`src/rtl/hack_rom_loader.sv`:
```
// HACK boot loader: framed byte stream -> instruction ROM writes.
// Holds the CPU in reset until the image is written and checksummed.
module hack_rom_loader #(
   parameter int ADDR_W         = 15,
   parameter int MAX_WORDS      = 32768,
   parameter int TIMEOUT_CYCLES = 1000000
) (
   input  logic              clk,
   input  logic              reset,
   input  logic [7:0]        in_data,
   input  logic              in_valid,
   output logic              in_ready,
   input  logic              reload,
   output logic [ADDR_W-1:0] rom_addr,
   output logic [15:0]       rom_data,
   output logic              rom_we,
   output logic              cpu_reset,
   output logic              busy,
   output logic              done,
   output logic              error,
   output logic [15:0]       words_loaded
);

   localparam int TW = $clog2(TIMEOUT_CYCLES + 1);
   localparam logic [16:0]   MAX_CNT  = 17'(MAX_WORDS);
   localparam logic [TW-1:0] TMO_LAST = TW'(TIMEOUT_CYCLES - 1);

   typedef enum logic [2:0] {
      S_HDR_HI,
      S_HDR_LO,
      S_DATA_HI,
      S_DATA_LO,
      S_CHECK,
      S_DONE,
      S_ERROR
   } state_t;

   state_t state;
   state_t state_nx;

   logic [7:0]    hi_byte;
   logic [15:0]   count;
   logic [7:0]    sum;
   logic [TW-1:0] idle_cnt;

   logic          in_frame;
   logic          xfer;
   logic          reload_ok;
   logic          timed_out;
   logic          last_word;
   logic          too_big;
   logic [15:0]   hdr_count;
   logic [7:0]    sum_nx;

   assign in_frame  = (state == S_HDR_LO) || (state == S_DATA_HI) ||
                      (state == S_DATA_LO) || (state == S_CHECK);
   assign in_ready  = in_frame || (state == S_HDR_HI);
   assign busy      = in_frame;
   assign xfer      = in_valid && in_ready;
   assign reload_ok = reload && ((state == S_DONE) || (state == S_ERROR));

   assign hdr_count = {hi_byte, in_data};
   assign too_big   = {1'b0, hdr_count} > MAX_CNT;
   assign sum_nx    = sum + in_data;
   assign last_word = (words_loaded + 16'd1) == count;
   assign timed_out = in_frame && !xfer && (idle_cnt == TMO_LAST);

   // state register
   always_ff @(posedge clk) begin
      if (reset) begin
         state <= S_HDR_HI;
      end else begin
         state <= state_nx;
      end
   end

   // next-state decode and status outputs
   always_comb begin
      state_nx  = state;
      cpu_reset = 1'b1;
      done      = 1'b0;
      error     = 1'b0;
      unique case (state)
         S_HDR_HI: begin
            if (xfer) state_nx = S_HDR_LO;
         end
         S_HDR_LO: begin
            if (xfer) begin
               if (too_big)
                  state_nx = S_ERROR;
               else if (hdr_count == 16'd0)
                  state_nx = S_CHECK;
               else
                  state_nx = S_DATA_HI;
            end else if (timed_out) begin
               state_nx = S_ERROR;
            end
         end
         S_DATA_HI: begin
            if (xfer)
               state_nx = S_DATA_LO;
            else if (timed_out)
               state_nx = S_ERROR;
         end
         S_DATA_LO: begin
            if (xfer)
               state_nx = last_word ? S_CHECK : S_DATA_HI;
            else if (timed_out)
               state_nx = S_ERROR;
         end
         S_CHECK: begin
            if (xfer)
               state_nx = (sum_nx == 8'd0) ? S_DONE : S_ERROR;
            else if (timed_out)
               state_nx = S_ERROR;
         end
         S_DONE: begin
            cpu_reset = 1'b0;
            done      = 1'b1;
            if (reload) state_nx = S_HDR_HI;
         end
         S_ERROR: begin
            error = 1'b1;
            if (reload) state_nx = S_HDR_HI;
         end
         default: begin
            state_nx = S_HDR_HI;
         end
      endcase
   end

   // inter-byte idle counter, only while a frame is open
   always_ff @(posedge clk) begin
      if (reset || !in_frame || xfer) begin
         idle_cnt <= '0;
      end else begin
         idle_cnt <= idle_cnt + TW'(1);
      end
   end

   // running 8-bit checksum over every accepted frame byte
   always_ff @(posedge clk) begin
      if (reset || reload_ok) begin
         sum <= 8'd0;
      end else if (xfer) begin
         sum <= (state == S_HDR_HI) ? in_data : sum_nx;
      end
   end

   // header/high-byte capture
   always_ff @(posedge clk) begin
      if (reset) begin
         hi_byte <= 8'd0;
         count   <= 16'd0;
      end else if (xfer) begin
         case (state)
            S_HDR_HI:  hi_byte <= in_data;
            S_HDR_LO:  count   <= hdr_count;
            S_DATA_HI: hi_byte <= in_data;
            default:   hi_byte <= hi_byte;
         endcase
      end
   end

   // registered ROM write port; one strobe per completed word
   always_ff @(posedge clk) begin
      if (reset) begin
         rom_we       <= 1'b0;
         rom_addr     <= '0;
         rom_data     <= 16'd0;
         words_loaded <= 16'd0;
      end else begin
         rom_we <= 1'b0;
         if (reload_ok) begin
            words_loaded <= 16'd0;
         end else if (xfer && (state == S_DATA_LO)) begin
            rom_we       <= 1'b1;
            rom_addr     <= ADDR_W'(words_loaded);
            rom_data     <= {hi_byte, in_data};
            words_loaded <= words_loaded + 16'd1;
         end
      end
   end

endmodule

```
`config.mk`:
```
export PLATFORM = sky130hd
export DESIGN_NAME = hack_rom_loader
export DESIGN_NICKNAME = d
export VERILOG_FILES = /design/src/rtl/hack_rom_loader.sv
export SDC_FILE = /design/constraint.sdc
export NUM_CORES = 1
export LEC_CHECK = 0
export ABC_AREA = 1
export BUFFER_PORTS_ARGS = -buffer_cell sky130_fd_sc_hd__buf_2
export CAP_MARGIN = 20
export CORE_MARGIN = 2
export CORE_UTILIZATION = 35
export CTS_CLUSTER_SIZE = 25
export DETAILED_ROUTE_END_ITERATION = 10
export PLACE_DENSITY_LB_ADDON = 0.25
export REMOVE_ABC_BUFFERS = 1
export SYNTH_ARGS = -nofsm -noshare
export SYNTH_HDL_FRONTEND = slang
export SYNTH_SLANG_ARGS = --single-unit
```
`constraint.sdc`:
```
create_clock -name clk -period 2.55 [get_ports clk]
set_input_delay 0.51 -clock clk [delete_from_list [all_inputs] [get_ports clk]]
set_output_delay 0.51 -clock clk [all_outputs]
set_load 0.05 [all_outputs]
```
### Yosys cells after proc, flatten, opt, wreduce, memory -nomap -nowiden

Cells that the tools add are included.

* reductions and logical operators: 25
* bitwise operators: 1
* $lt $le $gt $ge: 1
* equality and inequality tests: 10
* mux-type cells: 17
* add/subtract/negate cells: 3

Operators with widths (number)
* 2-to-1 mux 3 bit: 10
* adder 20 x 1 -> 20 bit (second input constant): 1
* equality test 20 bit (second input constant): 1
* one-hot mux 3 bit (6 select lines): 1
* adder 16 x 1 -> 16 bit (second input constant): 1
* equality test 16 bit: 1
* greater-than comparator 16 bit (second input constant): 1
* zero test 16 bit: 1
* equality test 3 bit (second input constant): 3
* adder 8 bit: 1
* zero test 8 bit: 1
* logical OR 1 bit: 8
* 2-to-1 mux 8 bit: 1
* AND reduction 2 bit: 4
* equality test 3 x 2 -> 1 bit (second input constant): 2
* OR reduction 2 bit: 3
* logical AND 1 bit: 5
* 2-to-1 mux 1 bit: 4
* equality test 3 x 1 -> 1 bit (second input constant): 1
* zero test 3 bit: 1
* zero test 1 bit: 2
* 2-to-1 mux 2 bit: 1
* inequality test 2 x 1 -> 1 bit (second input constant): 1
* inequality test 2 bit (second input constant): 1
* inverter 1 bit: 1

* logic and storage cells: 66
* register bits: 103
* output and inout bits: 53

### Logic depth before layout (Yosys ltp)

* word-level depth: 12
* depth in mapped cells: 18
* mapped depth without buffers: 18

### Worst setup path after synthesis

No wires, ideal clock.

* path kind: reg2out
* from: register state[0]
* to: output cpu_reset
* cell stages (with the launch flop): 6
* arrival: 1.740 ns
* setup slack: 0.300 ns
* cells stage by stage: dfxtp_1 inv_2 nor2_1 inv_1 nor2_1 inv_1

* word-level cells in the longest chain between the ends: 2

RTL lines
* from (decl): RTL line 38 `state_t state;`
* from (signal assigned): RTL line 73 `state <= state_nx;`
* equality test 3 bit: RTL line 83 `unique case (state)`
* 2-to-1 mux 1 bit: RTL line 83
* to (decl): RTL line 17 `output logic cpu_reset,`

No other way between the ends.

### Worst setup path after layout

* from: register state[0]
* to: output busy

* word-level cells in the longest chain between the ends: 4
* elaborated cells between the ends (all ways): 7
* those cells by class: eq/ne: 4; reduce/logical: 3

RTL lines
* equality test 3 x 1 -> 1 bit / equality test 3 x 2 -> 1 bit (equally long branches): RTL line 55 `assign in_frame = (state == S_HDR_LO) || (state == S_DATA_HI) ||`
* logical OR 1 bit (2 in series): RTL line 55
* logical OR 1 bit (*): RTL line 56 `(state == S_DATA_LO) || (state == S_CHECK);`
* to (decl): RTL line 18 `output logic busy,`

Every way passes the cells marked *; elsewhere a longest branch is shown, timed or not.

==> flow_summary.toml <==
[global_route]
grt_use_total = 0.170
grt_start_max_net_pins = 66
grt_overflow_total = 0
grt_pass1_wl_um = 21800
antenna_found_initial = 0
grt_pass1_vias = 4308

[worst_hold_path]
holdPathStages = 1
hold_end = "idle_cnt[0]"
hp-start = "idle_cnt[0]"
hp-class = "reg2reg"

[critical_path]
endpoint_kind = "primary output"
worstPathArrival_ns = 1.65
r2r_slack_ns = 0.42
setup.worst_path.start_class = "flop"
reg2reg_depth = 9
r2r-start = "sum[0]"
cp.required_ns = 2.04
cp_max_fo = 7
setup.worst_path.start = "state[0]"
critPathKind = "reg2out"
r2r-end = "state[0]"

[layout]
drive_above_1_share = 0.132
final_area_sq_mm = 0.00594
multiInputGateArea_sq_mm = 0.00258
layout_common_cells = "nand2_1 (158), dfxtp_1 (103), a21oi_1 (99), inv_1 (98), o21ai_0 (73)"
mostFrequentLayoutCell = "nand2_1"
layout-area-overhead-vs-synth_pct = 15.6
finalNonFillerCells = 995
diodes = 0
seqCellArea_sq_mm = 0.00206
nets = 828
fillers = 1527

[power_and_ir_drop]
total_leakage_power_nw = 2.71
comb_power_share = 0.323
p_switching_mw = 1.91
total_power_mw = 4.95
pwr-share-seq = 0.399
peakVddDrop_mv = 0.334
switching_share = 0.387
p_clk_frac = 0.278
intPower_mw = 3.04
p_per_area_mw_per_mm2 = 833

[timing]
tns_ns = 0
drv_slew = 0
fin_skew_ns = 0.00754
setup_viol = 0
worst_slew_pin_slew_ns = 0.556
relSlewSlack = 0.628
fin_crit_sh = 0.846
hold_violations = 0
post-route-min-period_ns = 2.16
worst_slack_ns = 0.393
rsz0062_at_grt = "false"
max_freq_ghz = 0.464

[detailed_routing]
route.detailed.drc = 0
via_per_inst = 4.82
avgRoutedWirePerCell_um = 13.3
drt_iter0_markers = 338
postRouteAntennaNets = 0
first_pass_iters = 5
dr_total_vias = 4796
routed_wl_um = 13200

[logic_synthesis]
ys.flop_type = "dfxtp_1"
mappedNetlistArea_sq_mm = 0.00514
synthTopCellsByArea = "dfxtp_1 (40%), nand2_1 (12%), a21oi_1 (9.6%)"
async_reset_ff_frac = 0
ys_warn_count = 0
ys_ff_latch = 103
yosysSeqAreaShare = 0.401
postSynthAreaPerCell_sq_um = 6.87
synth_top_area_cell = "dfxtp_1"
synth_edf_count = 0
yosysTopAreaCellShare = 0.401
synthCells = 749
netlist-cell-type-count = 36

[cts]
cts-resized-gates = 0
cts_tree = "yes"
cts_buffer_depth = 2
path_clk_slew_ns = 0.07
h-tree-depth = 3
clock_sinks = 103
clkLatencyLatePin_ns = 0.35
numCtsBuffers = 9
cts_hold_buf = 0
post-cts-setup-buffers = 0
ctsRootBufferMaster = "clkbuf_16"

[die]
row_count = 44
die_x_um = 125
start_util = 0.357
design.die.area_sq_mm = 0.0157
pin_count = 65
die_h_um = 125
core_sq_mm = 0.0144

[placed_design]
placed_cell_area_sq_mm = 0.00565
place_ws_ns = 0.0708
port_buffers = 64
placed_cells = 979
hpwlAfterDp_um = 9550
place_congestion = 0.858

[outcome]
status = "completed"

[flow_run]
cap_viol_max_count = 0
==> per-layer routing <==
layer | GRT usage | share of wire | vias to the layer above
li1 | - | - | 2574
met1 | 0.244 | 0.52 | 2121
met2 | 0.260 | 0.43 | 89
met3 | 0.0321 | 0.039 | 12
met4 | 0.0523 | 0.012 | 0
met5 | 0 | 0 | -
==> state kept, by name (all words and copies together) (netlist names) <==
signal	flops
count	16
state	3
rom_addr	15
idle_cnt	20
sum	8
rom_we	1
rom_data	16
hi_byte	8
words_loaded	16
==> kinds of logic after synthesis <==
group / after synthesis / synth area share
buffers and inverters: 128 / 0.0966
flip-flops: 103 / 0.401
adder cells (fa/ha/maj): 10 / 0.0258
AO/OA/AOI/OAI: 182 / 0.182
AND/OR/NAND/NOR: 315 / 0.273
XOR/XNOR: 11 / 0.0214
==> cells in the mapped netlist (5+ instances only) <==
cell type    n
nand2_1    158
dfxtp_1    103
a21oi_1     99
inv_1       98
o21ai_0     73
nor2_1      55
nand3_1     50
nand4_1     19
clkbuf_1    17
ha_1         9
nor3_1       9
xor2_1       8
buf_2        6
inv_2        5
==> power by group through the flow <==
stage	clock network [mW]	registers (mW)	logic, mW
4_1_cts	1.42	1.97	1.61
3_3_place_gp	0	2.01	1.59
3_5_place_dp	0	2.01	1.60
5_1_grt	1.49	2.00	1.79
6_report	1.37	1.98	1.60
2_1_floorplan	0	2.20	0.982
==> worst max-delay path: stages, from the launching register on <==
cell	delay, ns
dfxtp_1	0.38
nor2_1	0.19
nand2_1	0.20
a21oi_1	0.27
inv_1	0.06
buf_2	0.21
==> worst max-delay path by stage <==
stage / end / slack (ns) / depth (start not counted)
detailed placement: state[0] / 0.07 / 10
finish: busy / 0.39 / 5
global placement: state[0] / 0.1 / 10
global route: idle_cnt[18] / 0.22 / 12
CTS: busy / 0.35 / 5
floorplan: cpu_reset / 0.30 / 5
==> per-stage QoR <==
| step | util | hold slack (ns) |
|---|---|---|
| global route | 0.412 | 0.477 |
| global placement | 0.392 | 0.432 |
| CTS | 0.412 | 0.458 |
| finish | 0.412 | 0.452 |
| detailed placement | 0.392 | 0.442 |
| floorplan | - | 0.418 |
==> layout make-up <==
cell class	instances	share of cell area
multi-input combinational	518	0.435
inverter	103	0.0651
clock inverter	3	0.00421
clock buffer	13	0.0455
sequential	103	0.347
timing repair buffer	71	0.0648
tap	184	0.0387
Note: power is estimated with default switching activity, not from simulation.
